===== src/rtl/alu_op_sequencer.sv =====
// Multi-cycle bus/strobe sequencer for one register-to-register ALU instruction.
// Outputs are decoded from the state register and the fields latched at acceptance.
module alu_op_sequencer #(
    parameter int unsigned REG_ADDR_W = 4
) (
    input  logic                  clk,
    input  logic                  clear_n,
    input  logic                  start,
    input  logic [4:0]            opcode,
    input  logic [REG_ADDR_W-1:0] rd,
    input  logic [REG_ADDR_W-1:0] rs1,
    input  logic [REG_ADDR_W-1:0] rs2,
    input  logic                  bus_gnt,
    output logic                  gpr_out_en,
    output logic [REG_ADDR_W-1:0] gpr_out_sel,
    output logic                  y_in,
    output logic [4:0]            alu_op,
    output logic                  z_in,
    output logic                  zlo_out,
    output logic                  zhi_out,
    output logic                  gpr_in_en,
    output logic [REG_ADDR_W-1:0] gpr_in_sel,
    output logic                  lo_in,
    output logic                  hi_in,
    output logic                  busy,
    output logic                  done,
    output logic                  illegal
);

    localparam int unsigned OP_W    = 5;
    localparam logic [OP_W-1:0] OP_NOT  = OP_W'(2);
    localparam logic [OP_W-1:0] OP_NEG  = OP_W'(3);
    localparam logic [OP_W-1:0] OP_MUL  = OP_W'(6);
    localparam logic [OP_W-1:0] OP_DIV  = OP_W'(7);
    localparam logic [OP_W-1:0] OP_LAST = OP_W'(12);

    typedef enum logic [2:0] {
        IDLE = 3'd0,
        S_Y  = 3'd1,
        S_Z  = 3'd2,
        S_WB = 3'd3,
        S_LO = 3'd4,
        S_HI = 3'd5,
        DONE = 3'd6
    } state_t;

    state_t                state_q, state_d;
    logic [OP_W-1:0]       opcode_q;
    logic [REG_ADDR_W-1:0] rd_q, rs1_q, rs2_q;

    function automatic logic is_unary(input logic [OP_W-1:0] op);
        return (op == OP_NOT) || (op == OP_NEG);
    endfunction

    function automatic logic is_muldiv(input logic [OP_W-1:0] op);
        return (op == OP_MUL) || (op == OP_DIV);
    endfunction

    // State register and instruction fields captured on acceptance
    always_ff @(posedge clk or negedge clear_n) begin
        if (!clear_n) begin
            state_q  <= IDLE;
            opcode_q <= '0;
            rd_q     <= '0;
            rs1_q    <= '0;
            rs2_q    <= '0;
        end else begin
            state_q <= state_d;
            if (state_q == IDLE && start) begin
                opcode_q <= opcode;
                rd_q     <= rd;
                rs1_q    <= rs1;
                rs2_q    <= rs2;
            end
        end
    end

    // Next state and output decode; a low grant gates strobes but keeps selects
    always_comb begin
        state_d     = state_q;
        gpr_out_en  = 1'b0;
        gpr_out_sel = '0;
        y_in        = 1'b0;
        alu_op      = '0;
        z_in        = 1'b0;
        zlo_out     = 1'b0;
        zhi_out     = 1'b0;
        gpr_in_en   = 1'b0;
        gpr_in_sel  = '0;
        lo_in       = 1'b0;
        hi_in       = 1'b0;
        busy        = 1'b0;
        done        = 1'b0;
        illegal     = 1'b0;
        case (state_q)
            IDLE: begin
                if (start) begin
                    if (opcode > OP_LAST)      state_d = DONE;
                    else if (is_unary(opcode)) state_d = S_Z;
                    else                       state_d = S_Y;
                end
            end
            S_Y: begin
                busy        = 1'b1;
                gpr_out_sel = rs1_q;
                gpr_out_en  = bus_gnt;
                y_in        = bus_gnt;
                if (bus_gnt) state_d = S_Z;
            end
            S_Z: begin
                busy        = 1'b1;
                gpr_out_sel = is_unary(opcode_q) ? rs1_q : rs2_q;
                alu_op      = opcode_q;
                gpr_out_en  = bus_gnt;
                z_in        = bus_gnt;
                if (bus_gnt) state_d = is_muldiv(opcode_q) ? S_LO : S_WB;
            end
            S_WB: begin
                busy       = 1'b1;
                gpr_in_sel = rd_q;
                zlo_out    = bus_gnt;
                gpr_in_en  = bus_gnt;
                if (bus_gnt) state_d = DONE;
            end
            S_LO: begin
                busy    = 1'b1;
                zlo_out = bus_gnt;
                lo_in   = bus_gnt;
                if (bus_gnt) state_d = S_HI;
            end
            S_HI: begin
                busy    = 1'b1;
                zhi_out = bus_gnt;
                hi_in   = bus_gnt;
                if (bus_gnt) state_d = DONE;
            end
            DONE: begin
                busy    = 1'b1;
                done    = 1'b1;
                illegal = (opcode_q > OP_LAST);
                state_d = IDLE;
            end
            default: state_d = IDLE;
        endcase
    end

endmodule


===== config.mk =====
export PLATFORM = sky130hd
export DESIGN_NAME = alu_op_sequencer
export DESIGN_NICKNAME = d
export VERILOG_FILES = /design/src/rtl/alu_op_sequencer.sv
export SDC_FILE = /design/constraint.sdc
export NUM_CORES = 1
export LEC_CHECK = 0
export BUFFER_PORTS_ARGS = -buffer_cell sky130_fd_sc_hd__buf_4
export CAP_MARGIN = 20
export CORE_UTILIZATION = 50
export CTS_CLUSTER_DIAMETER = 60
export DETAILED_ROUTE_END_ITERATION = 8
export PLACE_DENSITY = 0.81
export SLEW_MARGIN = 0
export SYNTH_ARGS = -nofsm -noshare
export SYNTH_HDL_FRONTEND = slang
export SYNTH_SLANG_ARGS = --single-unit

===== constraint.sdc =====
create_clock -name clk -period 4.8 [get_ports clk]
set_input_delay 0.96 -clock clk [delete_from_list [all_inputs] [get_ports clk]]
set_output_delay 0.96 -clock clk [all_outputs]
set_load 0.02 [all_outputs]

==> metrics.md, run 1 <==
| Metric | Value |
|---|---|
| Crit path max-delay family | simple AND/OR/NAND/NOR gates |
| Worst-margin pin slew | 0.7097 ns |
| HP Class | register to register |
| Ys async rst share | 1.000 |
| Core Region | 2255 um2 |
| Setup bufs post-CTS | 0 |
| Period utilization | 0.6211 |
| Layout Skew | 0.003188 ns |
| Synth top cells by count | dfrtp_1, mux2_1, and3_1, nor2_1, buf_2 |
| DP Area | 1525 um2 |
| YS warnings | 0 |
| Arrival @ worst endpoint | 2.02 ns |
| Relative slew slack | 0.5259 |
| Number of synthesized flops with an enable pin | 0 |
| CP max FO | 12 |
| Number of port buffers | 44 |
| Top area cells in the synthesized netlist | dfrtp_1, mux2_1, and3_1 |
| Post-synth top area cell | dfrtp_1 |
| Vias | 1,021 |
| Antenna-violating nets left | 0 |
| Clk_lat worst skew | 0.29 ns |
| Sequential cell area | 500.5 um2 |
| Minimum hold slack | 0.4965 ns |
| Max Cap Viol | 0 |
| Critical path's largest stage delay | 0.64 ns |
| PD cells | 617.0 nW/um2 |
| Setup TNS | 0 ns |
| Drt total wl | 2.736 mm |
| Post-route minimum period | 2.981 ns |
| Crit Path Class | register to primary output |
| DP HPWL | 2.095 mm |
| Die Footprint | 2615 um2 |
| DR vias/cell | 5.610 |
| TritonCTS clock tree | done |
| Main flop type after synthesis | dfrtp_1 |
| Slowest CP cell | nor2b_1 |
| Clock transition at path regs | 0.11 ns |
| Register area share after synthesis | 0.4145 |
| # setup viols final | 0 |
| FF+latch count, synth | 20 |
| Drt first-iter violations | 16 |
| Grt total ovfl | 0 |
| Placer Congestion | 0.7323 |
| Share of the synthesized area in the top cell type | 0.4145 |
| ANT cells | 0 |
| # IOs | 45 |
| Post-Route Utilization | 0.6865 |
| Die Y | 51.14 um |
| CP Data Required Time | 3.84 ns |
| CTS buffer count | 3 |
| Layout area overhead | 28.19% |
| Die Wd | 51.14 um |
| CTS max path bufs | 2 |
| Slew Limit Fails | 0 |
| Worst setup EP type | primary output |
| Vias in the first global route | 1,042 |
| Gate Count Post-Synth | 115 |
| Hold buffer count at CTS | 0 |
| First-pass GRT wire length | 4.485 mm |
| Buf/Inv on CP | 1 |
| Nets@finish | 177 |
| Initial Util | 0.5355 |
| Syn Std Cell Area | 1207 um2 |
| DRC | 0 |
| Multi-input gate area | 648.1 um2 |
| Final-report hold violation count | 0 |
| Static leakage power | 0.7822 nW |
| Filler cells | 202 |
| Fraction of layout cells with a size suffix above 1 | 0.3442 |
| Resized cells post-CTS | 0 |
| Row Count | 17 |
| Antenna violations before repair | 0 |
| All-layer global routing usage | 0.2298 |
| Largest net degree at the start of global routing | 21 |
| CP startpoint kind | register |
| Clk root buf | clkbuf_4 |
| Sink Count | 20 |
| H-tree levels | 1 |
| Worst-path cell chain | nor2b_1 -> a21o_1 -> a2bb2oi_1 -> nor2_1 -> buf_4 |
| Router iterations before antenna repair | 4 |
| Syn_nets | 136 |
| Synthesized area per cell | 10.50 um2 |
| Fin area | 1548 um2 |
| RSZ-0062 raised after global routing | no |
| Status | finished, final reports clean |
| Yosys cell types | 37 |
| Peak VDD IR | 0.3709 mV |
| Fmax | 335.4 MHz |
| Avg WL per Cell | 15.03 um |
## final cells by class
cell class / instances / share of cell area
Clock buffer: 3 / 0.01455
Multi-Input combinational cell: 84 / 0.4188
Tap cell: 28 / 0.02264
Inverter: 3 / 0.007276
Sequential cell: 20 / 0.3234
Timing Repair Buffer: 44 / 0.2134
## worst register-to-register path, cell delays in order (launching register included)
cell and delay, ns:
dfrtp_1 0.54, nor2_1 0.28, nand2_2 0.14, nor2_8 0.28, mux2_1 0.38
## where the power goes
part	switching, W	leakage (nW)	internal, W
clock network	0.0000471	0.0138	0.0000291
logic	0.000271	0.531	0.000247
registers	0.000106	0.238	0.000254
## metal layers
metal | up-vias | track usage | part of all wire
met3 | 4 | 0.03869 | 0.039
met5 | - | 0 | 0
met1 | 499 | 0.2552 | 0.42
li1 | 492 | - | -
met4 | 0 | 0.06944 | 0.0077
met2 | 26 | 0.4386 | 0.54
## cells by family after synthesis
| kind of cell | count (synthesis) | share of synthesized area |
|---|---|---|
| AOI/OAI and AO/OA | 21 | 0.1192 |
| xor gates and xnor gates | 1 | 0.007255 |
| muxes | 20 | 0.1865 |
| buffers and inverters | 11 | 0.04870 |
| and+or+nand+nor | 42 | 0.2239 |
| DFF | 20 | 0.4145 |
## cells in the final DEF (no fill, tap or decap), types with 2 or more instances in the layout
master	count
inv_2	2
nor3_1	2
a22oi_1	3
buf_4	44
clkbuf_4	3
o211ai_1	3
nand2b_1	4
or3_1	3
nand2_1	2
nor2_1	10
a21oi_1	4
and3_1	12
dfrtp_1	20
o21ai_0	2
mux2_1	20
## state kept, by name, indices dropped and copies added (netlist names)
register and cells:
rs1_q 4, state_q 3, rs2_q 4, opcode_q 5, rd_q 4
## path summary, 6_finish.rpt
path	start	endpoint	slack [ns]	depth (start not counted)
worst max-delay path	state_q[1]	gpr_out_sel[1]	1.82	5
worst min-delay path	rd_q[1]	rd_q[1]	0.50	1
worst max register to register	state_q[0]	rd_q[2]	3.06	4
worst min register to register	rd_q[1]	rd_q[1]	0.50	1
max in group asynchronous	clear_n	rd_q[2]	4.07	1
min in group asynchronous	clear_n	state_q[2]	0.52	1
## stage by stage
stage | total power (W) | instances | setup slack, ns
3_5_place_dp | 0.0008838 | 179 | 2.184
6_report | 0.0009549 | 182 | 1.819
5_1_grt | 0.001025 | 182 | 1.683
3_3_place_gp | 0.0008595 | 179 | 2.210
2_1_floorplan | 0.0007072 | 115 | 2.125
4_1_cts | 0.0009587 | 182 | 1.857
Power figures use the tool's default switching activity.
==> run 2, diff against run 1 <==
CORE_UTILIZATION = 48   (was 50)
PLACE_DENSITY = 0.78   (was 0.81)
clock period = 3.1 ns   (was 4.8 ns; I/O delays follow)
==> metrics.md, run 2 (same netlist as run 1, synthesis figures left out) <==
| Metric | Value |
|---|---|
| Fin area | 1569 um2 (was 1548 um2) |
| CTS buffer count | 3 (unchanged) |
| First-pass GRT wire length | 4.519 mm (was 4.485 mm) |
| Relative slew slack | 0.5717 (was 0.5259) |
| Arrival @ worst endpoint | 1.93 ns (was 2.02 ns) |
| Die Y | 52.16 um (was 51.14 um) |
| Resized cells post-CTS | 0 (unchanged) |
| Worst setup EP type | primary output (unchanged) |
| Core Region | 2297 um2 (was 2255 um2) |
| CP Data Required Time | 2.48 ns (was 3.84 ns) |
| Final-report hold violation count | 0 (unchanged) |
| CP max FO | 5 (was 12) |
| DR vias/cell | 5.571 (was 5.610) |
| R2R cell count | 4 (unchanged) |
| Drt first-iter violations | 11 (was 16) |
| Sequential cell area | 500.5 um2 (unchanged) |
| Clk_lat worst skew | 0.29 ns (about the same) |
| Layout Skew | 0.002073 ns (was 0.003188 ns) |
| Period utilization | 0.8222 |
| DP HPWL | 2.158 mm (was 2.095 mm) |
| Drt total wl | 2.806 mm (was 2.736 mm) |
| H-tree levels | 1 (unchanged) |
| Vias | 1,025 (was 1,021) |
| Status | finished, final reports clean (unchanged) |
| HP Class | input pin to async pin (was register to register) |
| Placer Congestion | 0.8544 (was 0.7323) |
| Clock transition at path regs | 0.11 ns (about the same) |
| ANT cells | 0 (unchanged) |
| Number of port buffers | 44 (unchanged) |
| Hold buffer count at CTS | 0 (unchanged) |
| DP Area | 1533 um2 (was 1525 um2) |
| # setup viols final | 0 (unchanged) |
| Largest net degree at the start of global routing | 21 (unchanged) |
| Die Wd | 52.16 um (was 51.14 um) |
| Router iterations before antenna repair | 4 (unchanged) |
| Crit Path Class | register to primary output (unchanged) |
| Most common cell after layout, fill and taps aside | buf_4 (unchanged) |
| Max reg flops | 5 (unchanged) |
| All-layer global routing usage | 0.2253 (was 0.2298) |
| Most frequent cells in the layout | buf_4, mux2_1, dfrtp_1, and3_1, nor2_1 (unchanged) |
| Initial Util | 0.5256 (was 0.5355) |
| Multi-input gate area | 648.1 um2 (unchanged) |
| Max Cap Viol | 0 (unchanged) |
| Grt total ovfl | 0 (unchanged) |
| # IOs | 45 (unchanged) |
| PD cells | 969.8 nW/um2 (was 617.0 nW/um2) |
| Static leakage power | 0.7945 nW (was 0.7822 nW) |
| Nets@finish | 178 (was 177) |
| Slew Limit Fails | 0 (unchanged) |
| Peak VDD IR | 0.5435 mV (was 0.3709 mV) |
| Avg WL per Cell | 15.25 um (was 15.03 um) |
| CTS max path bufs | 2 (unchanged) |
| TritonCTS clock tree | done (unchanged) |
| Worst-margin pin slew | 0.6412 ns (was 0.7097 ns) |
| Antenna violations before repair | 0 (unchanged) |
| Sink Count | 20 (unchanged) |
| Die Footprint | 2720 um2 (was 2615 um2) |
| DRC | 0 (unchanged) |
| Setup bufs post-CTS | 0 (unchanged) |
| Post-route minimum period | 2.549 ns |
| Vias in the first global route | 1,058 (was 1,042) |
| Fraction of layout cells with a size suffix above 1 | 0.3526 (was 0.3442) |
| Setup TNS | 0 ns (unchanged) |
| Layout area overhead | 29.95% (was 28.19%) |
| Clk root buf | clkbuf_4 (unchanged) |
| Antenna-violating nets left | 0 (unchanged) |
| Row Count | 17 (unchanged) |
| Most flops, register | opcode_q (unchanged) |
| CP startpoint kind | register (unchanged) |
| RSZ-0062 raised after global routing | no (unchanged) |
| Fmax | 392.4 MHz |
| Filler cells | 196 (was 202) |
## run 2: cell count changes in the layout (fill, tap and decap cells not counted)
cell,previous run,this run
buf_4,44,45
clkbuf_8,0,1
## run 2: area by class of cell
cell class,instances,share of cell area
multi-input combinational,84,0.4131
tap,28,0.02233
sequential,20,0.3190
clock buffer,4,0.02313
timing repair buffer,45,0.2153
inverter,3,0.007177
## run 2: worst max-delay path: stages (launching register included)
cell and delay [ns]:
dfrtp_1 0.45, nor4b_4 0.44, mux2_1 0.36, a22oi_1 0.16
nor2_1 0.06, buf_4 0.16
## run 2: per-stage QoR
step	util	total power [W]	hold WS, ns	std cells	setup slack, ns
after floorplan	-	0.001095	0.3244	115	1.060
after global placement	0.6672	0.001338	0.4616	180	0.8930
after detailed placement	0.6672	0.001382	0.4694	180	0.8788
after CTS	0.6830	0.001531	0.1864	184	0.5202
after global routing	0.6830	0.001633	0.1819	184	0.3795
final	0.6830	0.001522	0.1830	184	0.5513
## run 2: path summary, 6_finish.rpt
kind	endpoint	slack, ns	startpoint
setup / recovery	gpr_out_sel[2]	0.55	opcode_q[2]
hold / removal	state_q[2]	0.18	clear_n
setup reg to reg	rd_q[2]	1.37	state_q[0]
hold reg to reg	rs2_q[0]	0.49	rs2_q[0]
max in group asynchronous	rs1_q[3]	2.71	clear_n
min in group clk	rs2_q[0]	0.49	rs2_q[0]
## run 2: metal layers
metal,track usage,share of wire,up-vias
li1,-,-,494
met1,0.2593,0.42,498
met2,0.4188,0.53,31
met3,0.04094,0.048,2
met4,0.06579,0.0036,0
met5,0,0,-
## run 2: power by group
| group | leakage, nW | internal (W) | switching [W] |
|---|---|---|---|
| Sequential | 0.238 | 0.000394 | 0.000130 |
| Clock | 0.0210 | 0.0000715 | 0.0000771 |
| Combinational | 0.536 | 0.000391 | 0.000458 |
| Total | 0.794 | 0.000857 | 0.000665 |
==> run 3, diff against run 2 <==
CORE_UTILIZATION = 44   (was 48)
PLACE_DENSITY = 0.75   (was 0.78)
clock period = 2.1 ns   (was 3.1 ns; I/O delays follow)
==> metrics.md, run 3 (same netlist as run 1, synthesis figures left out) <==
| Metric | Value |
|---|---|
| Final-report hold violation count | 0 (unchanged) |
| Clk_lat worst skew | 0.30 ns (was 0.29 ns) |
| Die Y | 54.39 um (was 52.16 um) |
| Sequential cell fraction of total power | 0.314 (was 0.344) |
| Worst-path cell chain | nor4b_4 -> buf_4 -> mux2_4 -> a22oi_2 -> nor2_1 -> buf_4 (was nor4b_4 -> mux2_1 -> a22oi_1 -> nor2_1 -> buf_4) |
| CTS max path bufs | 2 (unchanged) |
| CP Data Required Time | 1.68 ns (was 2.48 ns) |
| Drt first-iter violations | 19 (was 11) |
| Core Region | 2545 um2 (was 2297 um2) |
| Static leakage power | 0.8431 nW (was 0.7945 nW) |
| Fin area | 1679 um2 (was 1569 um2) |
| Net switching power | 0.001047 W (was 0.0006652 W) |
| Crit path max-delay family | flip-flops (was simple AND/OR/NAND/NOR gates) |
| Sequential cell area | 504.2 um2 (was 500.5 um2) |
| Grt total ovfl | 0 (unchanged) |
| Worst-margin pin slew | 0.3299 ns (was 0.6412 ns) |
| Reg2Reg Launch Point | state_q[1] (was state_q[0]) |
| DP Area | 1550 um2 (was 1533 um2) |
| PD cells | 1500 nW/um2 (was 969.8 nW/um2) |
| Fmax | 437.1 MHz |
| Buf/Inv on CP | 2 (was 1) |
| DRC | 0 (unchanged) |
| Switching part of the total | 0.4159 (was 0.4371) |
| Largest net degree at the start of global routing | 21 (unchanged) |
| Most common cell on crit path | buf_4 |
| Die Footprint | 2958 um2 (was 2720 um2) |
| Minimum hold slack | 0.3235 ns (was 0.1830 ns) |
| All-layer global routing usage | 0.2387 (was 0.2253) |
| Layout area overhead | 39.07% (was 29.95%) |
| Tot Pwr | 0.002518 W (was 0.001522 W) |
| Status | finished with violations (was finished, final reports clean) |
| Setup TNS | -0.6027 ns (was 0 ns) |
| Period utilization | 1.089 |
| DP HPWL | 2.113 mm (was 2.158 mm) |
| TritonCTS clock tree | done (unchanged) |
| Initial Util | 0.4744 (was 0.5256) |
| Logic pwr share | 0.559 (was 0.558) |
| H-tree levels | 1 (unchanged) |
| Stages on the worst setup path | 6 (was 5) |
| Post-route minimum period | 2.288 ns |
| Crit Path Class | register to primary output (unchanged) |
| Reg2Reg Setup Slack | 0.47 ns (was 1.37 ns) |
| Sink Count | 20 (unchanged) |
| Nets@finish | 185 (was 178) |
| Router iterations before antenna repair | 4 (unchanged) |
| Vias | 1,082 (was 1,025) |
| Reg2reg end | opcode_q[3] (was rd_q[2]) |
| First-pass GRT wire length | 4.954 mm (was 4.519 mm) |
| # IOs | 45 (unchanged) |
| DR vias/cell | 5.606 (was 5.571) |
| Number of port buffers | 44 (unchanged) |
| Setup ws final | -0.1876 ns (was 0.5513 ns) |
| Antenna-violating nets left | 0 (unchanged) |
| R2R cell count | 4 (unchanged) |
| Worst Setup EP | gpr_out_sel[3] (was gpr_out_sel[2]) |
| RSZ-0062 raised after global routing | yes (was no) |
| Fraction of layout cells with a size suffix above 1 | 0.4479 (was 0.3526) |
| Most flops, register | opcode_q (unchanged) |
| Failing checks | negative setup slack |
| Layout Skew | 0.0009484 ns (was 0.002073 ns) |
| Die Wd | 54.39 um (was 52.16 um) |
| Filler cells | 221 (was 196) |
| Clk root buf | clkbuf_4 (unchanged) |
| Max Cap Viol | 0 (unchanged) |
| Int Power | 0.001471 W (was 0.0008565 W) |
| Drt total wl | 2.991 mm (was 2.806 mm) |
| Arrival @ worst endpoint | 1.87 ns (was 1.93 ns) |
| Critical path's largest stage delay | 0.47 ns (was 0.45 ns) |
| Antenna violations before repair | 0 (unchanged) |
| Most common cell after layout, fill and taps aside | buf_4 (unchanged) |
| Vias in the first global route | 1,076 (was 1,058) |
| Max reg flops | 5 (unchanged) |
| Peak VDD IR | 0.9324 mV (was 0.5435 mV) |
| Slowest CP cell | dfrtp_2 (was dfrtp_1) |
| Critical Path Start | opcode_q[3] (was opcode_q[2]) |
| ANT cells | 0 (unchanged) |
| Relative slew slack | 0.7801 (was 0.5717) |
| CP startpoint kind | register (unchanged) |
| Slew Limit Fails | 0 (unchanged) |
| # setup viols final | 4 (was 0) |
| Most frequent cells in the layout | buf_4, mux2_1, dfrtp_1, and3_1, nor2_1 (unchanged) |
| Multi-input gate area | 680.7 um2 (was 648.1 um2) |
| Placer Congestion | 0.8148 (was 0.8544) |
| Clock power share | 0.126 (was 0.098) |
| Worst setup EP type | primary output (unchanged) |
| Clock transition at path regs | 0.12 ns (was 0.11 ns) |
| Post-Route Utilization | 0.6598 (was 0.6830) |
| CTS buffer count | 3 (unchanged) |
| Row Count | 18 (was 17) |
| Avg WL per Cell | 15.50 um (was 15.25 um) |
| CP max FO | 5 (unchanged) |
| HP Class | input pin to register (was input pin to async pin) |
## run 3: power by group through the flow
stage	Combinational (W)	Clock [W]	Sequential, W
4_1_cts	0.00137	0.000323	0.000788
3_5_place_dp	0.00128	0	0.000782
5_1_grt	0.00154	0.000343	0.000821
3_3_place_gp	0.00124	0	0.000762
2_1_floorplan	0.000924	0	0.000692
6_report	0.00141	0.000318	0.000792
## run 3: cell type report
| cell class | instances | area share |
|---|---|---|
| Timing Repair Buffer | 52 | 0.2340 |
| Clock inverter | 1 | 0.01788 |
| Multi-Input combinational cell | 84 | 0.4054 |
| Tap cell | 30 | 0.02235 |
| Clock buffer | 3 | 0.01341 |
| Inverter | 3 | 0.006706 |
| Sequential cell | 20 | 0.3003 |
## run 3: how the worst min path moves through the flow
stage             from           to  slack, ns  cells after the start
2_1_floorplan  clear_n  opcode_q[0]       0.12                      0
6_report        rs2[2]     rs2_q[2]       0.32                      2
3_3_place_gp   clear_n   state_q[2]       0.31                      1
3_5_place_dp   clear_n   state_q[2]       0.32                      1
5_1_grt         rs2[2]     rs2_q[2]       0.30                      2
4_1_cts         rs2[2]     rs2_q[2]       0.31                      2
## run 3: stage by stage
step                      cells  worst slack (ns)
after floorplan             115            0.2604
after global placement      184            0.1227
after detailed placement    184           0.06164
after CTS                   191           -0.1629
after global routing        193           -0.2766
final                       193           -0.1876
## run 3: timing repair
action / 4_1_cts / 5_1_grt
setup endpoints to repair: 7 / 14
pin swaps: 5 / 2
hold buffers: 1 / 0
hold endpoints to repair: 20 / 0
resized for setup: 8 / 4
buffers inserted: 2 / 2
## run 3: worst register-to-register path, stage by stage (launching register included)
cell and delay (ns):
dfrtp_2 0.50, nor2_1 0.20, nand2_2 0.13, nor2_8 0.29, mux2_1 0.39
## run 3: routing by layer
layer	global-route usage	wire length [um]	up-vias
li1	-	-	506
met1	0.2870	1240	536
met2	0.3923	1576	36
met3	0.06667	145	4
met4	0.1111	28	0
met5	0	0	-
